==> config.mk <==
export PLATFORM = sky130hd
export DESIGN_NAME = spi_slave_apb_flat
export DESIGN_NICKNAME = d
export VERILOG_FILES = /design/src/rtl/spi_slave_apb_if.sv /design/src/rtl/spi_slave_apb.sv /design/src/flat_wrapper.sv
export SDC_FILE = /design/constraint.sdc
export NUM_CORES = 1
export LEC_CHECK = 0
export BUFFER_PORTS_ARGS = -buffer_cell sky130_fd_sc_hd__buf_2
export CAP_MARGIN = 10
export CORE_MARGIN = 1.5
export CORE_UTILIZATION = 30
export DETAILED_ROUTE_END_ITERATION = 12
export GPL_ROUTABILITY_DRIVEN = 0
export SYNTH_ARGS = -nofsm -noshare
export SYNTH_HDL_FRONTEND = slang
export SYNTH_SLANG_ARGS = --single-unit
==> constraint.sdc <==
create_clock -name apb_pclk -period 6.14 [get_ports apb_pclk]
set_input_delay 0.614 -clock apb_pclk [delete_from_list [all_inputs] [get_ports apb_pclk]]
set_output_delay 0.614 -clock apb_pclk [all_outputs]
set_load 0.05 [all_outputs]
==> src/rtl/spi_slave_apb_if.sv <==
// APB register-bus bundle for the SPI target: the bus master drives the request,
// the target returns read data.
interface spi_slave_apb_if;
    logic       apb_psel;
    logic [3:0] apb_paddr;
    logic       apb_pwrite;
    logic       apb_penable;
    logic [7:0] apb_pwdata;
    logic [7:0] apb_prdata;

    modport master (
        output apb_psel, apb_paddr, apb_pwrite, apb_penable, apb_pwdata,
        input  apb_prdata
    );

    modport slave (
        input  apb_psel, apb_paddr, apb_pwrite, apb_penable, apb_pwdata,
        output apb_prdata
    );
endinterface

==> src/rtl/spi_slave_apb.sv <==
// SPI target with APB registers: oversamples SCLK/CSN/MOSI in the pclk domain,
// shifts 8-bit MSB-first frames between small RX/TX FIFOs, modes 0-3.
module spi_slave_apb #(
    parameter int FIFO_DEPTH  = 4,
    parameter int SYNC_STAGES = 2
) (
    input  logic             apb_pclk,
    input  logic             apb_prstn,
    spi_slave_apb_if.slave   apb,
    input  logic             SPI_CLK,
    input  logic             SPI_CSN,
    input  logic             SPI_MOSI,
    output logic             SPI_MISO,
    output logic             SPI_MISO_OE,
    output logic             spi_int
);
    localparam int AW = $clog2(FIFO_DEPTH);
    localparam logic [AW:0] DEPTH_P = (AW+1)'(FIFO_DEPTH);

    typedef enum logic [1:0] {IDLE, LOAD, ACTIVE} state_t;

    logic [SYNC_STAGES-1:0] sclk_sync_q, csn_sync_q, mosi_sync_q;
    logic                   sclk_dly_q, csn_dly_q;

    state_t      state_q, state_d;
    logic        ie_q, ie_d, en_q, en_d, cpol_q, cpol_d, cpha_q, cpha_d;
    logic        rxif_q, rxif_d, txur_q, txur_d, rxov_q, rxov_d;
    logic [7:0]  shreg_q, shreg_d, rxsh_q, rxsh_d;
    logic [2:0]  bcnt_q, bcnt_d;
    logic        miso_q, miso_d, miso_oe_q, miso_oe_d, int_q, int_d;
    logic [AW:0] tx_wptr_q, tx_wptr_d, tx_rptr_q, tx_rptr_d;
    logic [AW:0] rx_wptr_q, rx_wptr_d, rx_rptr_q, rx_rptr_d;
    logic [7:0]  tx_mem_q [FIFO_DEPTH];
    logic [7:0]  rx_mem_q [FIFO_DEPTH];

    logic        sclk_s, csn_s, mosi_s, lead_edge, trail_edge, sample_edge, drive_edge;
    logic        csn_fall, csn_rise, wr_stb, rd_stb, w1c;
    logic        tx_full, tx_empty, rx_full, rx_empty, tx_push, tx_pop, rx_push, rx_pop;
    logic        load_now, rxif_set, txur_set, rxov_set;
    logic [7:0]  tx_head, rx_head, load_byte, rx_byte;

    assign sclk_s   = sclk_sync_q[SYNC_STAGES-1];
    assign csn_s    = csn_sync_q[SYNC_STAGES-1];
    assign mosi_s   = mosi_sync_q[SYNC_STAGES-1];
    assign csn_fall = csn_dly_q & ~csn_s;
    assign csn_rise = ~csn_dly_q & csn_s;

    // Edges are defined relative to the idle (cpol) level so one decoder covers all modes.
    assign lead_edge   = (sclk_dly_q == cpol_q) && (sclk_s != cpol_q);
    assign trail_edge  = (sclk_dly_q != cpol_q) && (sclk_s == cpol_q);
    assign sample_edge = cpha_q ? trail_edge : lead_edge;
    assign drive_edge  = cpha_q ? lead_edge  : trail_edge;

    assign wr_stb = apb.apb_psel & apb.apb_penable & apb.apb_pwrite;
    assign rd_stb = apb.apb_psel & apb.apb_penable & ~apb.apb_pwrite;
    assign w1c    = wr_stb && (apb.apb_paddr == 4'h1);

    assign tx_empty  = (tx_wptr_q == tx_rptr_q);
    assign rx_empty  = (rx_wptr_q == rx_rptr_q);
    assign tx_full   = ((tx_wptr_q - tx_rptr_q) == DEPTH_P);
    assign rx_full   = ((rx_wptr_q - rx_rptr_q) == DEPTH_P);
    assign tx_head   = tx_mem_q[tx_rptr_q[AW-1:0]];
    assign rx_head   = rx_mem_q[rx_rptr_q[AW-1:0]];
    assign load_byte = tx_empty ? 8'hFF : tx_head;
    assign rx_byte   = {rxsh_q[6:0], mosi_s};

    always_comb begin
        state_d   = state_q;
        ie_d      = ie_q;
        en_d      = en_q;
        cpol_d    = cpol_q;
        cpha_d    = cpha_q;
        shreg_d   = shreg_q;
        rxsh_d    = rxsh_q;
        bcnt_d    = bcnt_q;
        miso_d    = miso_q;
        load_now  = 1'b0;
        rxif_set  = 1'b0;
        txur_set  = 1'b0;
        rxov_set  = 1'b0;
        tx_pop    = 1'b0;
        rx_push   = 1'b0;
        tx_push   = wr_stb && (apb.apb_paddr == 4'h2) && !tx_full && en_q;
        rx_pop    = rd_stb && (apb.apb_paddr == 4'h2) && !rx_empty;

        if (state_q != IDLE && csn_rise) begin
            state_d = IDLE;
        end else begin
            case (state_q)
                IDLE:   if (csn_fall) state_d = LOAD;
                LOAD: begin
                    load_now = 1'b1;
                    state_d  = ACTIVE;
                end
                ACTIVE: begin
                    if (sample_edge) begin
                        rxsh_d = rx_byte;
                        bcnt_d = bcnt_q + 3'd1;
                        if (bcnt_q == 3'd7) begin
                            rx_push  = !rx_full;
                            rxov_set = rx_full;
                            rxif_set = 1'b1;
                            load_now = 1'b1;
                        end
                    end else if (drive_edge) begin
                        // First drive edge of a byte presents bit7; later ones advance the shifter.
                        if (bcnt_q == 3'd0) begin
                            miso_d = shreg_q[7];
                        end else begin
                            shreg_d = {shreg_q[6:0], 1'b0};
                            miso_d  = shreg_q[6];
                        end
                    end
                end
                default: state_d = IDLE;
            endcase
        end

        if (load_now) begin
            shreg_d  = load_byte;
            tx_pop   = !tx_empty;
            txur_set = tx_empty;
            bcnt_d   = 3'd0;
            if (!cpha_q) miso_d = load_byte[7];
        end

        rxif_d    = (rxif_q & ~(w1c & apb.apb_pwdata[7])) | rxif_set;
        txur_d    = (txur_q & ~(w1c & apb.apb_pwdata[6])) | txur_set;
        rxov_d    = (rxov_q & ~(w1c & apb.apb_pwdata[5])) | rxov_set;
        tx_wptr_d = tx_wptr_q + (AW+1)'(tx_push);
        tx_rptr_d = tx_rptr_q + (AW+1)'(tx_pop);
        rx_wptr_d = rx_wptr_q + (AW+1)'(rx_push);
        rx_rptr_d = rx_rptr_q + (AW+1)'(rx_pop);
        miso_oe_d = en_q & ~csn_s;
        int_d     = ie_q & (rxif_q | txur_q | rxov_q);

        // A disabled block is held in its idle, empty state.
        if (!en_q) begin
            state_d   = IDLE;
            shreg_d   = 8'h00;
            rxsh_d    = 8'h00;
            bcnt_d    = 3'd0;
            miso_d    = 1'b1;
            rxif_d    = 1'b0;
            txur_d    = 1'b0;
            rxov_d    = 1'b0;
            rx_push   = 1'b0;
            tx_wptr_d = '0;
            tx_rptr_d = '0;
            rx_wptr_d = '0;
            rx_rptr_d = '0;
        end

        if (wr_stb && apb.apb_paddr == 4'h0) begin
            ie_d   = apb.apb_pwdata[7];
            en_d   = apb.apb_pwdata[6];
            cpol_d = apb.apb_pwdata[3];
            cpha_d = apb.apb_pwdata[2];
        end
    end

    always_comb begin
        case (apb.apb_paddr)
            4'h0:    apb.apb_prdata = {ie_q, en_q, 2'b00, cpol_q, cpha_q, 2'b00};
            4'h1:    apb.apb_prdata = {rxif_q, txur_q, rxov_q, state_q != IDLE,
                                       tx_full, tx_empty, rx_full, rx_empty};
            4'h2:    apb.apb_prdata = rx_empty ? 8'h00 : rx_head;
            default: apb.apb_prdata = 8'h00;
        endcase
    end

    always_ff @(posedge apb_pclk or negedge apb_prstn) begin
        if (!apb_prstn) begin
            sclk_sync_q <= '0;
            csn_sync_q  <= '1;
            mosi_sync_q <= '0;
            sclk_dly_q  <= 1'b0;
            csn_dly_q   <= 1'b1;
            state_q     <= IDLE;
            ie_q        <= 1'b0;
            en_q        <= 1'b0;
            cpol_q      <= 1'b0;
            cpha_q      <= 1'b0;
            rxif_q      <= 1'b0;
            txur_q      <= 1'b0;
            rxov_q      <= 1'b0;
            shreg_q     <= 8'h00;
            rxsh_q      <= 8'h00;
            bcnt_q      <= 3'd0;
            miso_q      <= 1'b1;
            miso_oe_q   <= 1'b0;
            int_q       <= 1'b0;
            tx_wptr_q   <= '0;
            tx_rptr_q   <= '0;
            rx_wptr_q   <= '0;
            rx_rptr_q   <= '0;
        end else begin
            sclk_sync_q <= {sclk_sync_q[SYNC_STAGES-2:0], SPI_CLK};
            csn_sync_q  <= {csn_sync_q[SYNC_STAGES-2:0], SPI_CSN};
            mosi_sync_q <= {mosi_sync_q[SYNC_STAGES-2:0], SPI_MOSI};
            sclk_dly_q  <= sclk_s;
            csn_dly_q   <= csn_s;
            state_q     <= state_d;
            ie_q        <= ie_d;
            en_q        <= en_d;
            cpol_q      <= cpol_d;
            cpha_q      <= cpha_d;
            rxif_q      <= rxif_d;
            txur_q      <= txur_d;
            rxov_q      <= rxov_d;
            shreg_q     <= shreg_d;
            rxsh_q      <= rxsh_d;
            bcnt_q      <= bcnt_d;
            miso_q      <= miso_d;
            miso_oe_q   <= miso_oe_d;
            int_q       <= int_d;
            tx_wptr_q   <= tx_wptr_d;
            tx_rptr_q   <= tx_rptr_d;
            rx_wptr_q   <= rx_wptr_d;
            rx_rptr_q   <= rx_rptr_d;
        end
    end

    // FIFO storage carries no reset; the pointers alone define what is valid.
    always_ff @(posedge apb_pclk) begin
        if (tx_push) tx_mem_q[tx_wptr_q[AW-1:0]] <= apb.apb_pwdata;
        if (rx_push) rx_mem_q[rx_wptr_q[AW-1:0]] <= rx_byte;
    end

    assign SPI_MISO    = miso_q;
    assign SPI_MISO_OE = miso_oe_q;
    assign spi_int     = int_q;
endmodule

==> src/flat_wrapper.sv <==
// flat-port wrapper written by rule: the top's interface ports become plain ports
module spi_slave_apb_flat 
#(
    parameter int FIFO_DEPTH  = 4,
    parameter int SYNC_STAGES = 2
)
  (apb_pclk, apb_prstn, SPI_CLK, SPI_CSN, SPI_MOSI, SPI_MISO, SPI_MISO_OE, spi_int, apb_apb_psel, apb_apb_paddr, apb_apb_pwrite, apb_apb_penable, apb_apb_pwdata, apb_apb_prdata);
  spi_slave_apb_if apb_i ();
  input  logic apb_pclk;
  input  logic apb_prstn;
  input  logic SPI_CLK;
  input  logic SPI_CSN;
  input  logic SPI_MOSI;
  output logic SPI_MISO;
  output logic SPI_MISO_OE;
  output logic spi_int;
  input wire logic [$bits(apb_i.apb_psel)-1:0] apb_apb_psel;
  input wire logic [$bits(apb_i.apb_paddr)-1:0] apb_apb_paddr;
  input wire logic [$bits(apb_i.apb_pwrite)-1:0] apb_apb_pwrite;
  input wire logic [$bits(apb_i.apb_penable)-1:0] apb_apb_penable;
  input wire logic [$bits(apb_i.apb_pwdata)-1:0] apb_apb_pwdata;
  output wire logic [$bits(apb_i.apb_prdata)-1:0] apb_apb_prdata;
  assign apb_i.apb_psel = apb_apb_psel;
  assign apb_i.apb_paddr = apb_apb_paddr;
  assign apb_i.apb_pwrite = apb_apb_pwrite;
  assign apb_i.apb_penable = apb_apb_penable;
  assign apb_i.apb_pwdata = apb_apb_pwdata;
  assign apb_apb_prdata = apb_i.apb_prdata;
  spi_slave_apb #(.FIFO_DEPTH(FIFO_DEPTH), .SYNC_STAGES(SYNC_STAGES)) u_core (.apb_pclk(apb_pclk), .apb_prstn(apb_prstn), .apb(apb_i), .SPI_CLK(SPI_CLK), .SPI_CSN(SPI_CSN), .SPI_MOSI(SPI_MOSI), .SPI_MISO(SPI_MISO), .SPI_MISO_OE(SPI_MISO_OE), .spi_int(spi_int));
endmodule
==> metrics.md, run 1 <==
| Metric | Value |
|---|---|
| CP cell instances | `ha_1, nand3_1, nand2_1, o21ai_0, buf_2` |
| Drt initial violations | `136` |
| Yosys warns | `0` |
| Most frequent cells after synthesis | `edfxtp_1 (64), dfrtp_1 (46), inv_1 (24), and2_1 (23), ha_1 (20)` |
| Avg Vias per Cell | `4.730` |
| Worst-skew pair later-pin latency | `between 400 and 500 ps` |
| Max-slew violation count | `0` |
| Final wirelength | `between 10 and 15 mm` |
| Slowest stage delay, CP | `between 700 and 800 ps` |
| Remaining Overflow, GRT | `0` |
| Crit end category | `primary output` |
| Hold-fix buffers, CTS | `0` |
| GRT Overall Usage | `0.1252` |
| CTS tree | `done` |
| Gate power share | `0.036` |
| HPWL after DPL | `6.875 mm` |
| Worst setup path category | `register to primary output` |
| Area growth from synthesis to layout | `20.59%` |
| Final Worst Setup Slack | `2887 ps` |
| Core ar. | `16520 µm²` |
| Area share of the largest cell type after synthesis | `0.3802` |
| Slowest cell on the critical path | `dfrtp_1` |
| Status | `completed` |
| # setup viols final | `0` |
| Total die area | `17640 µm²` |
| Vias after detailed routing | `around 2900` |
| Ys flop type | `edfxtp_1` |
| Leak pwr | `2.376 nW` |
| Register Area | `about 3200 µm²` |
| Top layer in use | `met4` |
| Syn Area/Cell | `14.74 µm²` |
| Drt wl/cell | `16.35 µm` |
| EDFF count, synth | `64` |
| Initial antenna violation count | `0` |
| Top cells by area, synth | `edfxtp_1 (38%), dfrtp_1 (23%), mux4_2 (7.1%)` |
| Layout cells sized above 1 | `0.2264` |
| First-pass GRT wire length | `roughly 16 mm` |
| Sequential share of power | `0.434` |
| Cells on Worst Hold Path | `1` |
| Final clock skew | `7.026 ps` |
| Metal2 WL | `approximately 5.2 mm` |
| Min-Delay Path Class | `input port to register` |
| Worst VDD drop | `between 150 and 200 µV` |
| Post-DRT Antenna Nets | `0` |
| Switching Fraction | `0.1939` |
| Synthesized flop and latch total | `about 110` |
| Initial Util | `0.3059` |
| Fin. Hold Viols | `0` |
| Root Buffer Master | `clkbuf_16` |
| Netlist Area Pre-Place | `5055 µm²` |
| Worst Max-Slew Pin Slew | `about 1100 ps` |
| Crit Path Max Fanout | `10` |
| Relative slew slack | `0.2400` |
| Final worst-path cycle share | `0.5298` |
| Residual DRC | `0` |
| Pre-CTS setup slack | `2865 ps` |
| Clock network power share | `0.530` |
| Die Y | `132.8 µm` |
| Psw | `0.3681 mW` |
| Metal3 WL | `450 µm` |
| Top-count cell post-synth | `edfxtp_1` |
| Pwr dens | `311.4 nW/µm²` |
| Post-layout min period | `3253 ps` |
| Post-CTS Resized | `0` |
| Yosys cell types | `between 40 and 50` |
| Clk slew on worst S/H paths | `around 50 ps` |
| Synthesized Nets | `383` |
| DRT Pass-1 Iters | `4` |
| Gate Count Post-Synth | `343` |
| Clock Sinks | `114` |
| Vias in the first global route | `between 3000 and 4000` |
| # H-tree levels | `4` |
| I/O pin count | `31` |
| Input/output buffers | `30` |
| Multi-input logic area | `~1700 µm²` |
| FILL cells | `1571` |
| # nets final | `about 430` |
| CTS Buf Count | `17` |
| Startpoint Class | `register` |
| Fmax | `between 0.3 and 0.4 GHz` |
| CP required | `5530 ps` |
| Chip width | `between 100 and 150 µm` |
| Sequential-to-total area share from yosys stat | `0.6287` |
| Number of cell rows | `47` |
| Max-Cap Viols | `0` |
| Antenna cells | `0` |
| Fin Setup TNS | `0 ps` |
| Cell Int Power | `between 1.5 and 2 mW` |
| Post-CTS Setup Bufs | `0` |
| Post-synth ARST share | `0.4386` |
| R2R cell count | `6` |
| Max clock buf depth | `2` |
| Wl on met1 | `approximately 4.4 mm` |
| Cell taking the most area after synthesis | `edfxtp_1` |
| Largest net degree at the start of global routing | `51` |
| Unrepaired setup endpoints after global routing | `false` |
| CP Data Arrival Time | `2640 ps` |
## placed cells by master, fill, tap and decap left out, drive strengths merged, types with 11 or more instances in the layout
master / n
and2: 24
buf: 36
clkbuf: 28
dfrtp: 46
edfxtp: 64
ha: 20
inv: 24
mux2i: 18
mux4: 16
nand2: 11
nor2b: 13
## path summary, 6_finish.rpt
kind	start	endpoint	slack (ps)
min in group asynchronous	apb_prstn	u_core.mosi_sync_q[0]	310
max	u_core.rx_rptr_q[0]	apb_apb_prdata[2]	2890
min	SPI_CSN	u_core.csn_sync_q[0]	300
min reg2reg	u_core.mosi_sync_q[0]	u_core.mosi_sync_q[1]	350
max reg2reg	u_core.tx_rptr_q[0]	u_core.tx_mem_q[0][4]	3380
max in group asynchronous	apb_prstn	u_core.sclk_sync_q[1]	5390
## per-layer routing
layer / GRT usage / up-vias
li1: - / 1376
met1: 0.1511 / 1504
met2: 0.2083 / 51
met3: 0.03716 / 11
met4: 0.05372 / 0
met5: 0 / -
## layout make-up
class	count	area share
clock buffer	27	0.08415
clock inverter	5	0.01622
inverter	24	0.01478
multi-input combinational	195	0.2851
sequential	114	0.5213
tap	220	0.04516
timing repair buffer	37	0.03325
## stage by stage
stage | cell area [µm²] | hold WS (ps) | instances | power (mW) | util
after floorplan | 5055 | 318.4 | 343 | 0.8767 | -
after global routing | 6096 | 288.6 | 622 | 1.960 | 0.3689
after detailed placement | 5477 | 335.6 | 589 | 0.9056 | 0.3314
final | 6096 | 304.8 | 622 | 1.898 | 0.3689
after CTS | 6088 | 281.8 | 621 | 1.921 | 0.3684
after global placement | 5477 | 335.8 | 589 | 0.9042 | 0.3314
## sequential cells by signal (all words and copies together), names as in the netlist, 3 cells and up
signal,count
u_core.tx_rptr_q,3
u_core.tx_wptr_q,3
u_core.rx_rptr_q,3
u_core.rx_wptr_q,3
u_core.shreg_q,8
u_core.tx_mem_q,32
u_core.rxsh_q,7
u_core.bcnt_q,3
u_core.rx_mem_q,32
## critical path, delay by kind of cell (launching register included)
kind | cells | cell delay [ps]
compound gates | 1 | 310
fa+ha+maj | 1 | 360
buf+inv | 1 | 300
flops | 1 | 770
simple gates | 2 | 480
## cell families (layout without fill, tap and decap cells)
logic type,Yosys count,in the layout,share of synthesized area
xor gates and xnor gates,10,10,0.01733
buffers and inverters,34,93,0.02747
muxes,39,39,0.1181
and+or+nand+nor,85,85,0.09951
AOI/OAI and AO/OA,41,41,0.05941
adders and majority gates,20,20,0.04950
DFF,114,114,0.6287
## power by group through the flow
stage | combinational (mW) | sequential, mW | clock, mW
after CTS | 0.0694 | 0.823 | 1.03
after global placement | 0.0671 | 0.837 | 0
final | 0.0678 | 0.824 | 1.01
after global routing | 0.0747 | 0.824 | 1.06
after detailed placement | 0.0684 | 0.837 | 0
after floorplan | 0.0392 | 0.838 | 0
(Power assumes the default switching activity.)
==> run 2: changes to the inputs <==
- clock period: 6.14 -> 2.9 ns (I/O delays scaled with it)
==> run 2 against run 1 <==
Combinational power grew 110%. Wire length grew 1.5%. Worst setup slack lost 2500 ps. Cell area grew 1.6%. Via count grew 0.95%. Clock skew grew 2.5 ps. First-iteration DRC count grew 12%. Die area is the same.
==> metrics.md, run 2 (synthesized netlist as in run 1, its figures left out) <==
| Metric | Value |
|---|---|
| Status | `completed` |
| Fin. Hold Viols | `0 (unchanged)` |
| Fin Setup TNS | `0 ps (unchanged)` |
| CTS Buf Count | `17 (unchanged)` |
| # setup viols final | `0 (unchanged)` |
| Slowest cell on the critical path | `dfrtp_1` |
| Worst-skew pair later-pin latency | `420 ps (about the same)` |
| Unrepaired setup endpoints after global routing | `false` |
| Initial Util | `0.3059 (unchanged)` |
| Crit path launch | `u_core.rx_wptr_q[0]` |
| Final wirelength | `10.32 mm (+1.5%)` |
| GRT Overall Usage | `0.1278 (+0.002656)` |
| Input/output buffers | `30 (unchanged)` |
| Final worst-path cycle share | `0.8551` |
| Die Y | `132.8 µm (unchanged)` |
| Cell family with most CP delay | `simple AND/OR/NAND/NOR gates` |
| Min-Delay Path Class | `input port to register` |
| Hold_sp | `apb_apb_pwdata[4]` |
| Post-Layout Inst Area | `6192 µm² (+1.6%)` |
| Clk slew on worst S/H paths | `60 ps (about the same)` |
| Root Buffer Master | `clkbuf_16` |
| Drt initial violations | `152 (+12%)` |
| Max clock buf depth | `2 (unchanged)` |
| Hold-fix buffers, CTS | `4 (+4)` |
| Initial antenna violation count | `0 (unchanged)` |
| Vias in the first global route | `3119 (+1.9%)` |
| Fmax | `about 0.4 GHz` |
| First-pass GRT wire length | `16.73 mm (+2.2%)` |
| Buffer and inverter count on the worst path | `2 (+1)` |
| Metal3 WL | `412 µm (-8.4%)` |
| Worst Max-Slew Pin Slew | `763.4 ps (-368.0 ps)` |
| Metal2 WL | `5.192 mm (-0.78%)` |
| Startpoint Class | `register` |
| Layout cells sized above 1 | `0.2572 (+0.03084)` |
| Clock Sinks | `114 (unchanged)` |
| Worst setup path category | `register to primary output` |
| Total Power | `3.961 mW (+110%)` |
| Avg Vias per Cell | `4.670 (-1.3%)` |
| Antenna cells | `0 (unchanged)` |
| Wl on met1 | `4.499 mm (+3.4%)` |
| Core ar. | `16520 µm² (unchanged)` |
| Post-CTS Setup Bufs | `0 (unchanged)` |
| Pwr dens | `639.7 nW/µm² (+110%)` |
| Max-slew violation count | `0 (unchanged)` |
| Post-DRT Antenna Nets | `0 (unchanged)` |
| Area growth from synthesis to layout | `22.50%` |
| Commonest non-fill, non-tap cell in the layout | `edfxtp_1` |
| Max-Cap Viols | `0 (unchanged)` |
| CP required | `2610 ps (-2920 ps)` |
| Number of cell rows | `47 (unchanged)` |
| Residual DRC | `0 (unchanged)` |
| Core Util, Final | `0.3747 (+0.005831)` |
| Remaining Overflow, GRT | `0 (unchanged)` |
| Crit end category | `primary output` |
| DP Area | `5559 µm² (+1.5%)` |
| Post-CTS Resized | `0 (unchanged)` |
| CP Data Arrival Time | `2190 ps (-450 ps)` |
| Drt wl/cell | `16.23 µm (-0.73%)` |
| Top layer in use | `met4` |
| Final clock skew | `9.564 ps (+2.538 ps)` |
| Chip width | `132.8 µm (unchanged)` |
| I/O pin count | `31 (unchanged)` |
| HPWL after DPL | `7.117 mm (+3.5%)` |
| DRT Pass-1 Iters | `4 (unchanged)` |
| Vias after detailed routing | `2970 (+0.95%)` |
| CTS tree | `done` |
| Worst VDD drop | `328.8 µV (+74%)` |
| CP cell instances | `inv_1, ha_1, nand3_1, nand2_1, o21ai_0, buf_2` |
| Largest net degree at the start of global routing | `33 (-35%)` |
| Relative slew slack | `0.4911 (+0.2511)` |
| Total die area | `17640 µm² (unchanged)` |
| Highest-count cells in the layout ignoring fill and taps | `edfxtp_1 (64), dfrtp_1 (46), buf_2 (30)` |
| Leak pwr | `2.456 nW (+3.4%)` |
| Worst r2r src | `u_core.state_q[0]` |
| Crit Path Max Fanout | `7 (-3)` |
| Post-layout min period | `2480 ps` |
| # H-tree levels | `4 (unchanged)` |
| # nets final | `443 (+3.3%)` |
| Slowest stage delay, CP | `390 ps (-380 ps)` |
-- run 2: cell count changes in the layout (fill, tap and decap cells not counted) --
cell,change
buf_4,+11
inv_6,+6
clkbuf_1,-5
clkbuf_8,-5
dlygate4sd3_1,+4
bufinv_16,-2
clkinv_4,+2
clkinvlp_4,+2
inv_8,+2
clkbuf_16,+1
clkbuf_4,-1
clkinv_1,-1
-- run 2: cell type report --
cell class | count | area [µm²]
clock buffers | 18 | 450.4
clock inverters | 14 | 142.6
fillers | 1545 | 10330
inverters | 24 | 90.09
multi-input cells | 195 | 1738
flip-flops and latches | 114 | 3178
well taps | 220 | 275.3
repair buffers | 51 | 317.8
-- run 2: power by group --
part           leakage, nW  internal, mW  switching [mW]
clock                0.288          1.26           0.813
combinational        0.944        0.0569          0.0841
sequential            1.22          1.73          0.0254
-- run 2: metrics by stage --
stage / hold slack [ps] / cells / setup slack [ps]
final: 88.28 / 636 / 420.3
after CTS: 69.50 / 636 / 371.4
after global routing: 73.76 / 636 / 259.1
after detailed placement: 338.9 / 600 / 552.1
after floorplan: -5.591 / 343 / 200.9
after global placement: 338.2 / 600 / 584.2
-- run 2: worst paths after layout --
check	endpoint	slack [ps]	depth (start not counted)
setup / recovery	apb_apb_prdata[2]	420	6
hold / removal	u_core.tx_mem_q[1][4]	90	1
setup reg to reg	u_core.rx_wptr_q[2]	530	10
hold reg to reg	u_core.mosi_sync_q[1]	350	0
max in group asynchronous	u_core.tx_wptr_q[0]	1640	3
min in group asynchronous	u_core.mosi_sync_q[0]	460	2
-- run 2: per-layer routing --
layer,vias up,global-route usage
li1,1403,-
met1,1480,0.1519
met2,69,0.2115
met3,18,0.03870
met4,0,0.06227
met5,-,0
==> run 3: changes to the inputs <==
==> constraint.sdc (replaced) <==
create_clock -name apb_pclk -period 2.9 [get_ports apb_pclk]
set_input_delay 0.145 -clock apb_pclk [delete_from_list [all_inputs] [get_ports apb_pclk]]
set_output_delay 0.145 -clock apb_pclk [all_outputs]
set_load 0.05 [all_outputs]
==> run 3 against run 2 <==
Cell area increased by 0.67%. Global-route usage about the same. Combinational power is 13% higher. Non-clock buffer count is 8 higher. First-iteration DRC count grew 18%. Via count rose by 0.54%. Largest cell class unchanged.
==> metrics.md, run 3 (synthesized netlist as in run 1, its figures left out) <==
| Metric | Value |
|---|---|
| Status | `completed` |
| Highest-count cells in the layout ignoring fill and taps | `edfxtp_1 (64), dfrtp_1 (46), buf_2 (30)` |
| Fin. Hold Viols | `0 (unchanged)` |
| Crit Path Max Fanout | `10 (+3)` |
| Worst setup path category | `register to primary output` |
| CTS Buf Count | `17 (unchanged)` |
| Initial Util | `0.3059 (unchanged)` |
| Fmax | `0.3777 GHz (-6.3%)` |
| Pre-CTS setup slack | `429.6 ps (-122.5 ps)` |
| Fin Setup TNS | `0 ps (unchanged)` |
| GRT Overall Usage | `0.1277 (about the same)` |
| Vias after detailed routing | `2986 (+0.54%)` |
| Clock Sinks | `114 (unchanged)` |
| Worst Max-Slew Pin Slew | `760.8 ps (-2.587 ps)` |
| Chip width | `132.8 µm (unchanged)` |
| Max clock buf depth | `2 (unchanged)` |
| Post-DRT Antenna Nets | `0 (unchanged)` |
| Root Buffer Master | `clkbuf_16` |
| CP required | `2760 ps (+150 ps)` |
| Startpoint Class | `register` |
| Final worst-path cycle share | `0.9130 (+0.05795)` |
| Final Worst Setup Slack | `252.3 ps (-168.0 ps)` |
| Commonest non-fill, non-tap cell in the layout | `edfxtp_1` |
| Total die area | `17640 µm² (unchanged)` |
| # nets final | `451 (+1.8%)` |
| Antenna cells | `0 (unchanged)` |
| Max-slew violation count | `0 (unchanged)` |
| Die Y | `132.8 µm (unchanged)` |
| Crit end category | `primary output` |
| Number of cell rows | `47 (unchanged)` |
| I/O pin count | `31 (unchanged)` |
| Vias in the first global route | `3206 (+2.8%)` |
| Final clock skew | `7.418 ps (-2.146 ps)` |
| Pwr dens | `617.8 nW/µm² (-3.4%)` |
| Relative slew slack | `0.4928 (+0.001724)` |
| Final wirelength | `10.29 mm (-0.27%)` |
| HPWL after DPL | `7.181 mm (+0.89%)` |
| Input/output buffers | `30 (unchanged)` |
| Unrepaired setup endpoints after global routing | `false` |
| Post-layout min period | `2648 ps (+168.0 ps)` |
| Clk slew on worst S/H paths | `50 ps (about the same)` |
| # setup viols final | `0 (unchanged)` |
| FILL cells | `1562 (+1.1%)` |
| Multi-input logic area | `1738 µm² (unchanged)` |
| Layout cells sized above 1 | `0.2429 (-0.01429)` |
| Min-Delay Path Class | `input port to register` |
| Register Area | `3178 µm² (unchanged)` |
| Remaining Overflow, GRT | `0 (unchanged)` |
| First-pass GRT wire length | `17.01 mm (+1.6%)` |
| Largest net degree at the start of global routing | `33 (unchanged)` |
| Residual DRC | `0 (unchanged)` |
| Worst-skew pair later-pin latency | `410 ps (about the same)` |
| Drt wl/cell | `15.98 µm (-1.5%)` |
| DRT Pass-1 Iters | `4 (unchanged)` |
| Minimum hold slack | `19.18 ps (-69.11 ps)` |
| Initial antenna violation count | `0 (unchanged)` |
| Area growth from synthesis to layout | `23.32%` |
| Drt initial violations | `179 (+18%)` |
| Worst VDD drop | `341.5 µV (+3.9%)` |
| # H-tree levels | `4 (unchanged)` |
| Avg Vias per Cell | `4.637 (-0.71%)` |
| Max-Cap Viols | `0 (unchanged)` |
| CTS tree | `done` |
| Leak pwr | `2.470 nW (+0.56%)` |
| Core ar. | `16520 µm² (unchanged)` |
| Post-CTS Resized | `0 (unchanged)` |
| CP Data Arrival Time | `2500 ps (+310 ps)` |
[run 3: changes by cell type in the layout (fill, tap and decap cells not counted)]
cell and delta:
clkbuf_1 +4, inv_8 -2, buf_4 +1, bufinv_16 +1, clkbuf_16 -1, clkinv_1 +1
clkinv_2 +3, dlygate4sd3_1 +7, inv_6 -6
[run 3: worst max-delay path, stage by stage, from the launching register on]
cell and delay [ps]:
dfrtp_1 610, inv_1 90, ha_1 320, nand3_1 170, nand2_1 140, buf_4 190, o21ai_0 260, buf_2 320
[run 3: metrics by stage]
stage | util | total power, mW | instances | instance area (µm²)
CTS | 0.3772 | 3.891 | 644 | 6233
detailed placement | 0.3369 | 1.924 | 601 | 5567
finish | 0.3772 | 3.851 | 644 | 6233
global placement | 0.3369 | 1.919 | 601 | 5567
global route | 0.3772 | 3.975 | 644 | 6233
floorplan | - | 1.856 | 343 | 5055
[run 3: per-layer routing]
metal	GRT usage	vias to the layer above	wire, µm
li1	-	1421	-
met3	0.03525	15	309
met1	0.1561	1503	4581
met4	0.05495	0	189
met5	0	-	0
met2	0.2124	47	5213
[run 3: worst paths after layout]
path                                            start                    end  slack (ps)  depth (start not counted)
worst max-delay path              u_core.rx_rptr_q[1]      apb_apb_prdata[2]         250                          7
worst min-delay path                apb_apb_pwdata[7]  u_core.tx_mem_q[0][7]          20                          1
worst max register to register      u_core.state_q[0]      u_core.shreg_q[4]         430                          7
worst min register to register  u_core.sclk_sync_q[0]  u_core.sclk_sync_q[1]         350                          0
max in group asynchronous                   apb_prstn    u_core.tx_wptr_q[0]        1790                          3
min in group asynchronous                   apb_prstn       u_core.rxsh_q[1]         350                          2
[run 3: power breakdown]
| part | switching [mW] | total [mW] | internal (mW) |
|---|---|---|---|
| sequential | 0.0163 | 1.74 | 1.73 |
| combinational | 0.0949 | 0.160 | 0.0653 |
| clock | 0.693 | 1.95 | 1.25 |
| total | 0.804 | 3.85 | 3.05 |
[run 3: final cells by class]
cell class	count	area share
timing repair buffer	59	0.06343
clock inverter	11	0.01867
multi-input combinational	195	0.2788
tap	220	0.04416
inverter	24	0.01445
sequential	114	0.5098
clock buffer	21	0.07065
[run 3: repair_timing]
| action | 4_1_cts | 5_1_grt |
|---|---|---|
| hold buffers | 11 | 0 |
| buffers inserted | 0 | 0 |
| hold endpoints to repair | 55 | 0 |
| endpoints found under the setup margin | 0 | 0 |
